### src/rtl/debounce_pkg.sv
// Shared constants, event payload and round-robin pick helper for debounce_event_scheduler.
package debounce_pkg;

    localparam int unsigned TICK_BITS_DEF    = 20;
    localparam int unsigned STABLE_TICKS_DEF = 3;
    localparam int unsigned MAX_CH           = 16;

    typedef struct packed {
        logic [3:0] ch;
        logic       rise;
    } ev_t;

    // First set bit of pend strictly after ptr, wrapping over n channels; ptr if none set.
    function automatic logic [3:0] rr_pick(input logic [15:0] pend, input logic [3:0] ptr,
                                           input int unsigned n);
        logic [3:0]  pick;
        logic        found;
        int unsigned idx;
        pick  = ptr;
        found = 1'b0;
        for (int unsigned k = 1; k <= MAX_CH; k++) begin
            idx = (32'(ptr) + k) % n;
            if ((k <= n) && !found && pend[4'(idx)]) begin
                pick  = 4'(idx);
                found = 1'b1;
            end
        end
        return pick;
    endfunction

endpackage

### src/rtl/debounce_event_scheduler_db_channel.sv
// One debounce channel: 2-flop synchroniser, tick-qualified stability counter and level FSM.
module db_channel
    import debounce_pkg::*;
#(
    parameter int unsigned STABLE_TICKS = STABLE_TICKS_DEF
) (
    input  logic clk,
    input  logic rst,
    input  logic tick,
    input  logic sw_raw,
    output logic db,
    output logic edge_stb,
    output logic rise
);

    localparam int unsigned CNT_W = $clog2(STABLE_TICKS + 1);
    localparam logic [0:0] ST_LOW  = 1'b0;
    localparam logic [0:0] ST_HIGH = 1'b1;

    logic [1:0]       sync_q;
    logic             s_sync;
    logic [0:0]       state, state_nxt;
    logic [CNT_W-1:0] cnt, cnt_nxt;
    logic             edge_nxt, rise_nxt;

    assign s_sync = sync_q[1];
    assign db     = state[0];

    always_ff @(posedge clk or negedge rst) begin
        if (!rst) begin
            sync_q   <= '0;
            state    <= ST_LOW;
            cnt      <= '0;
            edge_stb <= 1'b0;
            rise     <= 1'b0;
        end else begin
            sync_q   <= {sync_q[0], sw_raw};
            state    <= state_nxt;
            cnt      <= cnt_nxt;
            edge_stb <= edge_nxt;
            rise     <= rise_nxt;
        end
    end

    // Level flips only after STABLE_TICKS consecutive disagreeing ticks
    always_comb begin
        state_nxt = state;
        cnt_nxt   = cnt;
        edge_nxt  = 1'b0;
        rise_nxt  = rise;
        if (s_sync == state[0]) begin
            cnt_nxt = '0;
        end else if (tick) begin
            if ((32'(cnt) + 32'd1) == STABLE_TICKS) begin
                cnt_nxt  = '0;
                edge_nxt = 1'b1;
                case (state)
                    ST_LOW: begin
                        state_nxt = ST_HIGH;
                        rise_nxt  = 1'b1;
                    end
                    default: begin
                        state_nxt = ST_LOW;
                        rise_nxt  = 1'b0;
                    end
                endcase
            end else begin
                cnt_nxt = cnt + CNT_W'(1);
            end
        end
    end

endmodule

### src/rtl/debounce_event_scheduler.sv
// Multi-channel switch debouncer with round-robin press/release event bus.
// Define DEBOUNCE_EXT_TICK_EN to take the sample tick from tick_in instead of the internal counter.
module debounce_event_scheduler
    import debounce_pkg::*;
#(
    parameter int unsigned N_CH         = 4,
    parameter int unsigned TICK_BITS    = TICK_BITS_DEF,
    parameter int unsigned STABLE_TICKS = STABLE_TICKS_DEF
) (
    input  logic                                    clk,
    input  logic                                    rst,
`ifdef DEBOUNCE_EXT_TICK_EN
    input  logic                                    tick_in,
`endif
    input  logic [N_CH-1:0]                         sw,
    output logic [N_CH-1:0]                         db,
    output logic                                    ev_valid,
    input  logic                                    ev_ready,
    output logic [$clog2(N_CH > 1 ? N_CH : 2)-1:0]  ev_ch,
    output logic                                    ev_rise,
    output logic [N_CH-1:0]                         ovf,
    input  logic                                    ovf_clr
);

    localparam int unsigned CH_W = $clog2(N_CH > 1 ? N_CH : 2);

    logic            tick;
    logic [N_CH-1:0] edge_stb, edge_rise;
    logic [N_CH-1:0] pend, pend_nxt, pend_rise, pend_rise_nxt, ovf_nxt, clr;
    logic [CH_W-1:0] ptr, gnt;
    logic            load, any_pend, gnt_rise;
    ev_t             ev_q;

`ifdef DEBOUNCE_EXT_TICK_EN
    assign tick = tick_in;
`else
    logic [TICK_BITS-1:0] tick_cnt;

    always_ff @(posedge clk or negedge rst) begin
        if (!rst) tick_cnt <= '0;
        else      tick_cnt <= tick_cnt + TICK_BITS'(1);
    end

    assign tick = &tick_cnt;
`endif

    for (genvar i = 0; i < N_CH; i++) begin : g_ch
        db_channel #(.STABLE_TICKS(STABLE_TICKS)) u_ch (
            .clk      (clk),
            .rst      (rst),
            .tick     (tick),
            .sw_raw   (sw[i]),
            .db       (db[i]),
            .edge_stb (edge_stb[i]),
            .rise     (edge_rise[i])
        );
    end

    assign load     = !ev_valid || ev_ready;
    assign any_pend = |pend;
    assign gnt      = CH_W'(rr_pick(16'(pend), 4'(ptr), N_CH));
    assign ev_ch    = CH_W'(ev_q.ch);
    assign ev_rise  = ev_q.rise;

    // Pending store: a fresh edge beats a same-cycle grant clear; overflow set beats ovf_clr
    always_comb begin
        pend_nxt      = pend;
        pend_rise_nxt = pend_rise;
        ovf_nxt       = ovf_clr ? '0 : ovf;
        clr           = '0;
        gnt_rise      = 1'b0;
        for (int i = 0; i < N_CH; i++) begin
            clr[i] = load && any_pend && (gnt == CH_W'(i));
            if (clr[i]) gnt_rise = pend_rise[i];
            if (edge_stb[i]) begin
                if (pend[i] && !clr[i]) ovf_nxt[i] = 1'b1;
                pend_nxt[i]      = 1'b1;
                pend_rise_nxt[i] = edge_rise[i];
            end else if (clr[i]) begin
                pend_nxt[i] = 1'b0;
            end
        end
    end

    always_ff @(posedge clk or negedge rst) begin
        if (!rst) begin
            pend      <= '0;
            pend_rise <= '0;
            ovf       <= '0;
        end else begin
            pend      <= pend_nxt;
            pend_rise <= pend_rise_nxt;
            ovf       <= ovf_nxt;
        end
    end

    // Output register: reload on empty bus or handshake, otherwise hold the payload
    always_ff @(posedge clk or negedge rst) begin
        if (!rst) begin
            ev_valid <= 1'b0;
            ev_q     <= '0;
            ptr      <= CH_W'(N_CH - 1);
        end else if (load) begin
            if (any_pend) begin
                ev_valid  <= 1'b1;
                ev_q.ch   <= 4'(gnt);
                ev_q.rise <= gnt_rise;
                ptr       <= gnt;
            end else begin
                ev_valid <= 1'b0;
            end
        end
    end

endmodule
### config.mk
export PLATFORM = sky130hd
export DESIGN_NAME = debounce_event_scheduler
export DESIGN_NICKNAME = d
export VERILOG_FILES = /design/src/rtl/debounce_pkg.sv /design/src/rtl/debounce_event_scheduler_db_channel.sv /design/src/rtl/debounce_event_scheduler.sv
export SDC_FILE = /design/constraint.sdc
export NUM_CORES = 1
export LEC_CHECK = 0
export CAP_MARGIN = 30
export CORE_ASPECT_RATIO = 0.6
export CORE_MARGIN = 2
export CORE_UTILIZATION = 57
export DETAILED_ROUTE_END_ITERATION = 12
export PLACE_DENSITY_LB_ADDON = 0.12
export SLEW_MARGIN = 20
export SYNTH_ARGS = -nofsm -noshare
export SYNTH_HDL_FRONTEND = slang
export SYNTH_SLANG_ARGS = --single-unit
### constraint.sdc
create_clock -name clk -period 2.4 [get_ports clk]
set_input_delay 0.36 -clock clk [delete_from_list [all_inputs] [get_ports clk]]
set_output_delay 0.36 -clock clk [all_outputs]
set_load 0.005 [all_outputs]
# == After elaboration in Yosys (flattened, before gate mapping) ==
# Cells that the tools add are included.
# totals
ff_bits,62
latch_bits,0
mem_bits_rw,0
mem_bits_ro,0
input_bits,8
out_inout_bits,12
wordCells,164
memories,0
# op_classes
add_sub_neg,13
mul,0
n_div,0
n_lt_le_gt_ge,4
eq_ne,11
shifts,0
n_mux,65
bitwise_logic,4
n_reduce_logical,37
# ops
operator,n
"equality test 32 x 2 -> 1 bit, second input constant",4
AND reduction 22 bit,4
2-to-1 mux 1 bit,44
2-to-1 mux 2 bit,16
"adder 20 x 1 -> 20 bit, second input constant",1
"less-than comparator 2 x 5 -> 1 bit, second input constant",4
AND reduction 20 bit,1
nonzero test 2 bit,8
"adder 2 x 1 -> 2 bit, second input constant",6
"adder 2 x 1 -> 3 bit, second input constant",4
logical AND 1 bit,12
binary-select mux 1 bit (select 2 bit),4
zero test 1 bit,8
"adder 2 bit, second input constant",2
equality test 1 bit,4
"equality test 2 bit, second input constant",2
2-to-1 mux 4 bit,1
inverter 1 bit,4
OR reduction 4 bit,1
"equality test 2 x 1 -> 1 bit, second input constant",1
zero test 2 bit,1
AND reduction 2 bit,1
logical OR 1 bit,1

# == Logic depth before layout (Yosys ltp) ==
# Gate-level depths: netlist of the first run.
# logic_depth
ltp_word,19
depth_mapped,7
depth_no_buf,5

# == Cells and area by module ==
# From an unflattened synthesis of the first run, not the netlist that was laid out.
# unflattened
hier_cells,214
hier_area_um2,2561.2
# by_module_without_submodules
mod,n_inst,cells_each,area_per_inst_um2,seq_area_each_um2
debounce_event_scheduler,1,146,1650.3,953.4
db_channel,4,17,227.7,150.1

# == Worst setup path after synthesis of the first run ==
# No wires, ideal clock.
# synth_timing
path_type,register to register
start,register tick_cnt[2]
end,register g_ch[0].u_ch.rise
setup_ps,127
t_arrival_ps,1612
required_ps,2273
setup_slack_ps,660
stages_incl_launch_ff,8
n_path_buf,2
period_less_slack_ps,1740
path_cell_list,dfrtp_1 -> and4_1 -> and4_1 -> buf_4 -> and4_1 -> buf_4 -> nand4_1 -> mux2_1
# synth_between
elab_chain_cells,1
# synth_lines
element,line_no,source
start: declaration,debounce_event_scheduler.sv:37,logic [TICK_BITS-1:0] tick_cnt;
start signal: assignment,debounce_event_scheduler.sv:41,else tick_cnt <= tick_cnt + TICK_BITS'(1);
AND reduction 22 bit (no source line),n/a,
end signal: assignment,debounce_event_scheduler_db_channel.sv:41,rise <= rise_nxt;
end: declaration,debounce_event_scheduler_db_channel.sv:13,output logic rise
# No other way between the ends.
# A chain may end at the register's enable or synchronous reset.

# == Worst setup path in the final report of the first run ==
# layout_timing
start,register tick_cnt[8]
end,register g_ch[0].u_ch.cnt[1]
# layout_between
elab_chain_cells,2
# layout_lines
element,line_no,source
AND reduction 20 bit,debounce_event_scheduler.sv:44,assign tick = &tick_cnt;
nonzero test 2 bit (no source line),n/a,
end signal: assignment,debounce_event_scheduler_db_channel.sv:39,cnt <= cnt_nxt;
end: declaration,debounce_event_scheduler_db_channel.sv:23,"logic [CNT_W-1:0] cnt, cnt_nxt;"
# No other way between the ends.

==> out/qor.txt, run 1 <==
Post-synth EDFFs = 0
Area growth syn-to-layout = 16.5%
Final Cell Area = 3040 um2
Worst path depth = 5
Ys Warns = 0
Clock Pin Slew Worst Setup and Hold Paths = 0.07 ns
placed inst area = 2840 um2
Initial Util = 58.1%
R2R Setup Slk = 0.37 ns
Sink Count = 62
Hold Crit Class = input pin to async pin
post-placement setup slack = 0.370 ns
clock tree buffer depth = 2
die width = 91.3 um
CP Cell Sequence = nand4_1 > nor3_2 > nand4_2 > or3b_2 > a21oi_1
Period Utilization, post-route = 84.4%
drt drc = 0
vias in the first global route = 1,594
ranking of synthesized cells by area = dfrtp_1 58%, xnor2_1 4.7%, nand2_1 3.7%
gpl congestion = 0.788
mux contribution to synthesized area = 3.45%
filler cell count = 330
Avg Cell Area, Syn = 11.4 um2
f_max = 493 MHz
GRT Total Usage = 20.7%
Post-DRT Antenna Nets = 0
largest family of logic cells by synthesized area = simple AND/OR/NAND/NOR gates
Power Density = 874 nW/um2
initial antenna violation count = 0
CTS hold repair buffers = 0
Top FF cell, synth = dfrtp_1
worst slew pin tran = 0.582 ns
Post-Synth XOR/XNOR Area = 7.39%
total CTS buffers = 9
FFs w/ async S/R, synth = 100%
Worst-Skew Late Latency = 0.33 ns
Final setup viols = 0
Fin. Hold Viols = 0
height of the die = 56.4 um
Adder-Cell Fraction of Synth Area = 0.480%
initial DRC count = 81
Max Cap Viol = 0
IO Count = 20
Slew Viols, Final = 0
CP max stage cell = or3b_2
CP bufs+invs = 0
first-pass GRT wire length = 8010 um
Rows = 19
commonest cells in the netlist = 60 x dfrtp_1, 26 x nand2_1, 16 x inv_1
post-synthesis simple-gate area fraction = 17.5%
via count = 1,677
Final HPWL DP = 3210 um
Cell variety after synth = 37
Setup crit start kind = flip-flop
worst setup path start = tick_cnt[8]$_DFF_PN0_
critical path type = flip-flop to flip-flop
sequential share of the synthesized area = 59.6%
ratio of cells with drive above 1 in the final layout = 13.2%
Vias/cell = 5.22
clock root buffer = clkbuf_8
Clock Skews = 0.00863 ns
crit end category = flip-flop
peak supply drop = 514 uV
core area = 4490 um2
grt total ovfl = 0
Synth top area share = 57.6%
flops & latches, synth = 62
Gate Count Post-Synth = 228
cell family with most CP delay = simple AND/OR/NAND/NOR gates
Post-CTS Setup Inserts = 0
CP Capture Point = g_ch[0].u_ch.cnt[1]$_DFFE_PN0P_
required time at the worst-slack endpoint = 2.66 ns
IO Port Bufs = 19
RSZ-0062 raised after global routing = no
worst hold margin = 0.0254 ns
final net count = 262
largest net degree at the start of global routing = 28
count leader, synth = dfrtp_1
CTS tree = done
Data arrival, critical path = 2.28 ns
post_cts resized = 0
Lkg Pwr = 1.40 nW
crit-path max FO = 16
Synth area leader = dfrtp_1
Avg WL per Cell = 14.0 um
Syn Std Cell Area = 2610 um2
status = finished clean
FF-to-FF End = g_ch[0].u_ch.cnt[1]$_DFFE_PN0P_
H-tree levels = 3
Worst slew margin = 61.2%
FF-to-FF Start = tick_cnt[8]$_DFF_PN0_
Tmin final = 2.03 ns
setup TNS = 0 ns
Die ar. = 5150 um2
TritonRoute pass-1 iters = 4
FF-to-FF path depth = 5
Crit path largest cell delay = 0.56 ns
ant diodes = 0
syn_nets = 237
Post-Route WL = 4510 um
Synth Area in Compound Gates = 7.24%
post-route worst setup slack = 0.373 ns
-- report_power, final --
group	switching, W	internal, W
combinational	0.000298	0.000233
clock	0.000396	0.000503
sequential	0.0000834	0.00114
-- registers in the layout, indices dropped and copies added (netlist names) --
name / cells
ev_ch: 2
ev_rise: 1
ev_valid: 1
g_ch.u_ch.cnt: 8
g_ch.u_ch.db: 2
g_ch.u_ch.edge_stb: 4
g_ch.u_ch.rise: 2
g_ch.u_ch.sync_q: 8
ovf: 4
pend: 4
pend_rise: 4
ptr: 2
tick_cnt: 20
-- layout by cell type (no fill, tap or decap), types with 7 or more instances in the layout --
cell type and n:
a21oi_1 11, clkbuf_8 10, clkdlybuf4s50_1 18, dfrtp_1 60, inv_1 16, nand2_1 26
nand3_1 8, nor2_1 7, xnor2_1 14, xor2_1 8
-- worst reg2reg max path: stages (launching register included) --
cell and delay (ns):
dfrtp_1 0.41, nand4_1 0.21, nor3_2 0.29, nand4_2 0.33, or3b_2 0.56, a21oi_1 0.16
-- logic make-up after synthesis --
family | Yosys count
flops | 62
compound gates | 29
fa+ha+maj | 1
xor+xnor | 22
simple gates | 82
buf+inv | 24
mux | 8
-- through the flow --
step	instances	utilization, %	power (W)
3_5_place_dp	305	63.2	0.00177
5_1_grt	321	67.7	0.00281
6_report	321	67.7	0.00266
3_3_place_gp	305	63.2	0.00176
4_1_cts	321	67.7	0.00268
2_1_floorplan	228	-	0.00156
-- final cells by class --
cell class,instances,area (um2),share of cell area (%)
Sequential cell,62,1550,51.1
Multi-Input combinational cell,142,941,30.9
Timing Repair Buffer,22,208,6.83
Clock buffer,10,138,4.53
Tap cell,63,78.8,2.59
Clock inverter,6,61.3,2.02
Inverter,16,60.1,1.98
-- worst min-delay path by stage --
stage	to	cells past startpoint
after floorplan	ev_ch[0]$_DFFE_PN0P_	0
after global placement	g_ch[2].u_ch.sync_q[1]$_DFF_PN0_	0
after detailed placement	g_ch[1].u_ch.sync_q[1]$_DFF_PN0_	0
after CTS	ev_rise$_DFFE_PN0P_	1
after global routing	ev_rise$_DFFE_PN0P_	1
final	ev_rise$_DFFE_PN0P_	1
-- routing by layer --
layer | vias to the layer above | share of wire [%] | track usage (%)
met2 | 34 | 40 | 25.9
met4 | 0 | 0.38 | 5.19
met1 | 805 | 55 | 32.7
met3 | 2 | 4.6 | 8.59
met5 | - | 0 | 0
li1 | 836 | - | -
Note: power is estimated with default switching activity, not from simulation.
==> run 2, diff against run 1 <==
clock period = 1.95 ns   (was 2.4 ns; I/O delays follow)
==> out/qor.txt, run 2 (synthesis results as in run 1) <==
Fin. Hold Viols = 0
status = finished clean
ratio of cells with drive above 1 in the final layout = 16.7%
post-route worst setup slack = 0.0961 ns
Crit path largest cell delay = 0.38 ns
Most common cell on crit path = nand4_1
CP Cell Sequence = nand4_1 > buf_4 > nor3_1 > and4_2 > nand4_1 > mux2_1
Avg WL per Cell = 13.7 um
via count = 1,746
max reg flops = 20
filler cell count = 340
Post-DRT Antenna Nets = 0
Tmin final = 1.85 ns
Lkg Pwr = 1.48 nW
H-tree levels = 3
Clock power frac = 33.7%
Data arrival, critical path = 2.07 ns
IO Count = 20
die width = 91.3 um
first-pass GRT wire length = 7920 um
crit-path max FO = 6
height of the die = 56.4 um
post-placement setup slack = 0.0835 ns
Period Utilization, post-route = 95.1%
Power Density = 1040 nW/um2
Largest regs = tick_cnt: 20 flops, g_ch.u_ch.cnt: 8 flops, g_ch.u_ch.sync_q: 8 flops
Initial Util = 58.1%
Comb power frac = 20.0%
most common cell after layout, fill and taps aside = dfrtp_1
largest net degree at the start of global routing = 63
Worst-Skew Late Latency = 0.33 ns
final net count = 274
Slew Viols, Final = 0
worst slew pin tran = 0.587 ns
clock tree buffer depth = 2
Die ar. = 5150 um2
grt total ovfl = 0
Clock Pin Slew Worst Setup and Hold Paths = 0.07 ns
crit end category = flip-flop
Post-Route WL = 4550 um
register bank with the most flops = tick_cnt
Worst slew margin = 60.7%
IO Port Bufs = 19
GRT Total Usage = 20.5%
CP max stage cell = dfrtp_1
peak supply drop = 672 uV
Flop pwr share = 46.3%
vias in the first global route = 1,621
drt drc = 0
Sw Share = 28.3%
Hold Crit Class = flip-flop to flip-flop
Final HPWL DP = 3210 um
Sw Pwr = 0.000932 W
CTS tree = done
critical path type = flip-flop to flip-flop
Rows = 19
Setup crit start kind = flip-flop
Final setup viols = 0
area taken by multi-input logic gates = 962 um2
final core utilization = 70.5%
most frequent cells in the layout = 60 x dfrtp_1, 26 x nand2_1, 18 x clkdlybuf4s50_1, 16 x inv_1, 14 x xnor2_1
total CTS buffers = 9
Cell Int Power = 0.00236 W
clock root buffer = clkbuf_8
Vias/cell = 5.24
f_max = 539 MHz
ant diodes = 0
Area growth syn-to-layout = 21.4%
gpl congestion = 0.808
required time at the worst-slack endpoint = 2.17 ns
Sink Count = 62
TritonRoute pass-1 iters = 4
initial DRC count = 98
Max Cap Viol = 0
Clock Skews = 0.00746 ns
register area = 1550 um2
core area = 4490 um2
initial antenna violation count = 0
==> run 2: cell type report <==
type | count | area share, %
clock inverter | 4 | 1.42
clock buffer | 12 | 4.90
sequential | 62 | 49.1
inverter | 16 | 1.90
tap | 63 | 2.49
timing repair buffer | 34 | 9.87
multi-input combinational | 142 | 30.4
==> run 2: final timing paths <==
kind                                                       start                               end  slack (ns)  cells after the start
max in group asynchronous                                    rst                ptr[1]$_DFFE_PN1P_        1.15                      3
worst max register to register            tick_cnt[10]$_DFF_PN0_     g_ch[1].u_ch.rise$_DFFE_PN0P_         0.1                      6
worst max-delay path                      tick_cnt[10]$_DFF_PN0_     g_ch[1].u_ch.rise$_DFFE_PN0P_         0.1                      6
worst min register to register  g_ch[3].u_ch.sync_q[0]$_DFF_PN0_  g_ch[3].u_ch.sync_q[1]$_DFF_PN0_        0.35                      0
worst min-delay path            g_ch[3].u_ch.sync_q[0]$_DFF_PN0_  g_ch[3].u_ch.sync_q[1]$_DFF_PN0_        0.35                      0
min in group asynchronous                                    rst              ev_ch[0]$_DFFE_PN0P_        0.48                      3
==> run 2: power by group through the flow <==
| stage | combinational, W | clock [W] | sequential [W] |
|---|---|---|---|
| 2_1_floorplan | 0.000403 | 0 | 0.00151 |
| 3_3_place_gp | 0.000622 | 0 | 0.00153 |
| 3_5_place_dp | 0.000632 | 0 | 0.00153 |
| 4_1_cts | 0.000644 | 0.00114 | 0.00151 |
| 5_1_grt | 0.000734 | 0.00121 | 0.00154 |
| 6_report | 0.000657 | 0.00111 | 0.00152 |
==> run 2: timing repair <==
item / in CTS / in global routing
setup buffers: 0 / 0
hold endpoints to repair: 60 / 0
setup endpoints to repair: 0 / 13
resized for setup: 0 / 3
hold buffers: 1 / 0
==> run 2: stage by stage <==
step	cells	cell area [um2]	TNS, ns	hold slack (ns)	total power (W)
final	333	3170	0	0.347	0.00329
after global routing	333	3170	-0.0729	0.354	0.00348
after CTS	333	3150	0	0.349	0.00330
after detailed placement	316	2940	0	0.326	0.00216
after global placement	316	2940	0	0.325	0.00215
after floorplan	228	2610	0	-0.00309	0.00192
==> run 2: layer usage <==
layer  part of all wire [%]  GRT usage [%]  vias to the layer above
met5                      0              0                        -
met4                    1.5           7.58                        0
met3                    5.0           8.19                        9
met2                     39           26.7                       38
met1                     54           30.7                      836
li1                       -              -                      863
==> run 2: critical path: cells and delay by family (launching register included) <==
family	cells	cell delay, ns
flip-flops	1	0.38
AND/OR/NAND/NOR	4	0.85
buffers and inverters	1	0.18
multiplexers	1	0.32
==> run 3, diff against run 2 <==
PLACE_DENSITY = 0.78   (was not set)
PLACE_DENSITY_LB_ADDON = not set   (was 0.12)
==> out/qor.txt, run 3 (synthesis results as in run 1) <==
Crit path largest cell delay = 0.39 ns
status = finished clean
crit end category = flip-flop
CP Cell Sequence = nand4_1 > nor3_2 > nand4_4 > buf_4 > or3_1 > a21oi_1
worst hold stages = 0
FF-to-FF path depth = 6
non-filler cells, final = 331
max reg flops = 20
Sink Count = 62
Die ar. = 5150 um2
Tmin final = 1.84 ns
Post-Route WL = 4880 um
Clock Skews = 0.00837 ns
Hold Crit Start = g_ch[1].u_ch.sync_q[0]$_DFF_PN0_
f_max = 542 MHz
vias in the first global route = 1,622
Flop pwr share = 45.3%
IO Count = 20
Worst slew margin = 67.8%
grt total ovfl = 0
Rows = 19
Comb power frac = 20.6%
Period Utilization, post-route = 94.6%
Hold EP = g_ch[1].u_ch.sync_q[1]$_DFF_PN0_
IO Port Bufs = 19
drt drc = 0
area taken by multi-input logic gates = 953 um2
worst hold margin = 0.356 ns
die width = 91.3 um
RSZ-0062 raised after global routing = no
FF-to-FF End = g_ch[3].u_ch.cnt[0]$_DFFE_PN0P_
gpl congestion = 0.898
Initial Util = 58.1%
CTS tree = done
worst setup path start = tick_cnt[10]$_DFF_PN0_
peak supply drop = 609 uV
largest net degree at the start of global routing = 63
Max Cap Viol = 0
Clock power frac = 34.2%
required time at the worst-slack endpoint = 2.21 ns
core area = 4490 um2
final core utilization = 70.2%
most frequent cells in the layout = 60 x dfrtp_1, 26 x nand2_1, 18 x clkdlybuf4s50_1, 16 x inv_1, 14 x xnor2_1
Largest regs = tick_cnt: 20 flops, g_ch.u_ch.cnt: 8 flops, g_ch.u_ch.sync_q: 8 flops
Slew Viols, Final = 0
Lkg Pwr = 1.46 nW
first-pass GRT wire length = 8130 um
Data arrival, critical path = 2.10 ns
worst slew pin tran = 0.483 ns
total CTS buffers = 9
Setup crit start kind = flip-flop
Hold Crit Class = flip-flop to flip-flop
Final setup viols = 0
Fin. Hold Viols = 0
Cell Int Power = 0.00237 W
final net count = 272
Vias/cell = 5.38
TritonRoute pass-1 iters = 4
Worst-Skew Late Latency = 0.33 ns
Final HPWL DP = 3300 um
R2R Setup Slk = 0.11 ns
height of the die = 56.4 um
ant diodes = 0
Clock Pin Slew Worst Setup and Hold Paths = 0.07 ns
initial antenna violation count = 0
cell family with most CP delay = simple AND/OR/NAND/NOR gates
setup TNS = 0 ns
filler cell count = 312
via count = 1,781
clock root buffer = clkbuf_8
Area growth syn-to-layout = 20.9%
clock tree buffer depth = 2
Power Density = 1060 nW/um2
H-tree levels = 3
Avg WL per Cell = 14.7 um
most common cell after layout, fill and taps aside = dfrtp_1
Sw Pwr = 0.000987 W
register bank with the most flops = tick_cnt
crit-path max FO = 13
Post-Place Cells = 313
Sw Share = 29.4%
FF-to-FF Start = tick_cnt[10]$_DFF_PN0_
Post-DRT Antenna Nets = 0
ratio of cells with drive above 1 in the final layout = 16.8%
GRT Total Usage = 21.5%
initial DRC count = 145
register area = 1550 um2
CP bufs+invs = 1
CP max stage cell = dfrtp_1
critical path type = flip-flop to flip-flop
[run 3: changes by cell type in the layout (fill, tap and decap cells not counted), sizes merged]
cell,before,now
clkinv,3,1
buf,15,13
clkinvlp,0,3
clkbuf,12,11
[run 3: how the worst max path moves through the flow]
stage | endpoint | slack (ns) | depth (start not counted)
after detailed placement | g_ch[3].u_ch.cnt[1]$_DFFE_PN0P_ | 0.01 | 5
after floorplan | g_ch[0].u_ch.rise$_DFFE_PN0P_ | 0.21 | 7
after global placement | g_ch[3].u_ch.cnt[1]$_DFFE_PN0P_ | 0.12 | 5
after CTS | g_ch[1].u_ch.rise$_DFFE_PN0P_ | 0.08 | 6
final | g_ch[3].u_ch.cnt[0]$_DFFE_PN0P_ | 0.11 | 6
after global routing | g_ch[3].u_ch.cnt[0]$_DFFE_PN0P_ | 0.02 | 6
[run 3: final cells by class]
type,count,share of cell area [%]
clock buffer,11,4.80
inverter,16,1.90
multi-input combinational,142,30.2
tap,63,2.50
sequential,62,49.3
clock inverter,5,1.83
timing repair buffer,32,9.44
[run 3: what timing repair did]
action                                  4_1_cts  5_1_grt
pin swaps                                     0        0
buffers inserted                              0        1
resized for setup                             1        2
endpoints found under the setup margin        3        5
hold buffers                                  1        0
hold endpoints to repair                     60        0
[run 3: layer usage]
layer | track usage, % | wire length, um | vias up
met1 | 33.4 | 2490 | 863
met2 | 26.5 | 2030 | 57
met5 | 0 | 0 | -
met4 | 6.93 | 15 | 0
li1 | - | - | 859
met3 | 9.40 | 335 | 2
[run 3: power groups by stage]
stage | Clock (W) | Sequential (W) | Combinational [W]
floorplan | 0 | 0.00151 | 0.000403
global placement | 0 | 0.00153 | 0.000662
detailed placement | 0 | 0.00154 | 0.000686
CTS | 0.00117 | 0.00151 | 0.000688
global route | 0.00125 | 0.00153 | 0.000772
finish | 0.00115 | 0.00152 | 0.000690
[run 3: metrics by stage]
stage | power, W | instance area (um2) | setup slack [ns]
after floorplan | 0.00192 | 2610 | 0.210
after global placement | 0.00219 | 2910 | 0.120
after detailed placement | 0.00222 | 2910 | 0.0130
after CTS | 0.00337 | 3140 | 0.0803
after global routing | 0.00355 | 3150 | 0.0204
final | 0.00335 | 3150 | 0.105
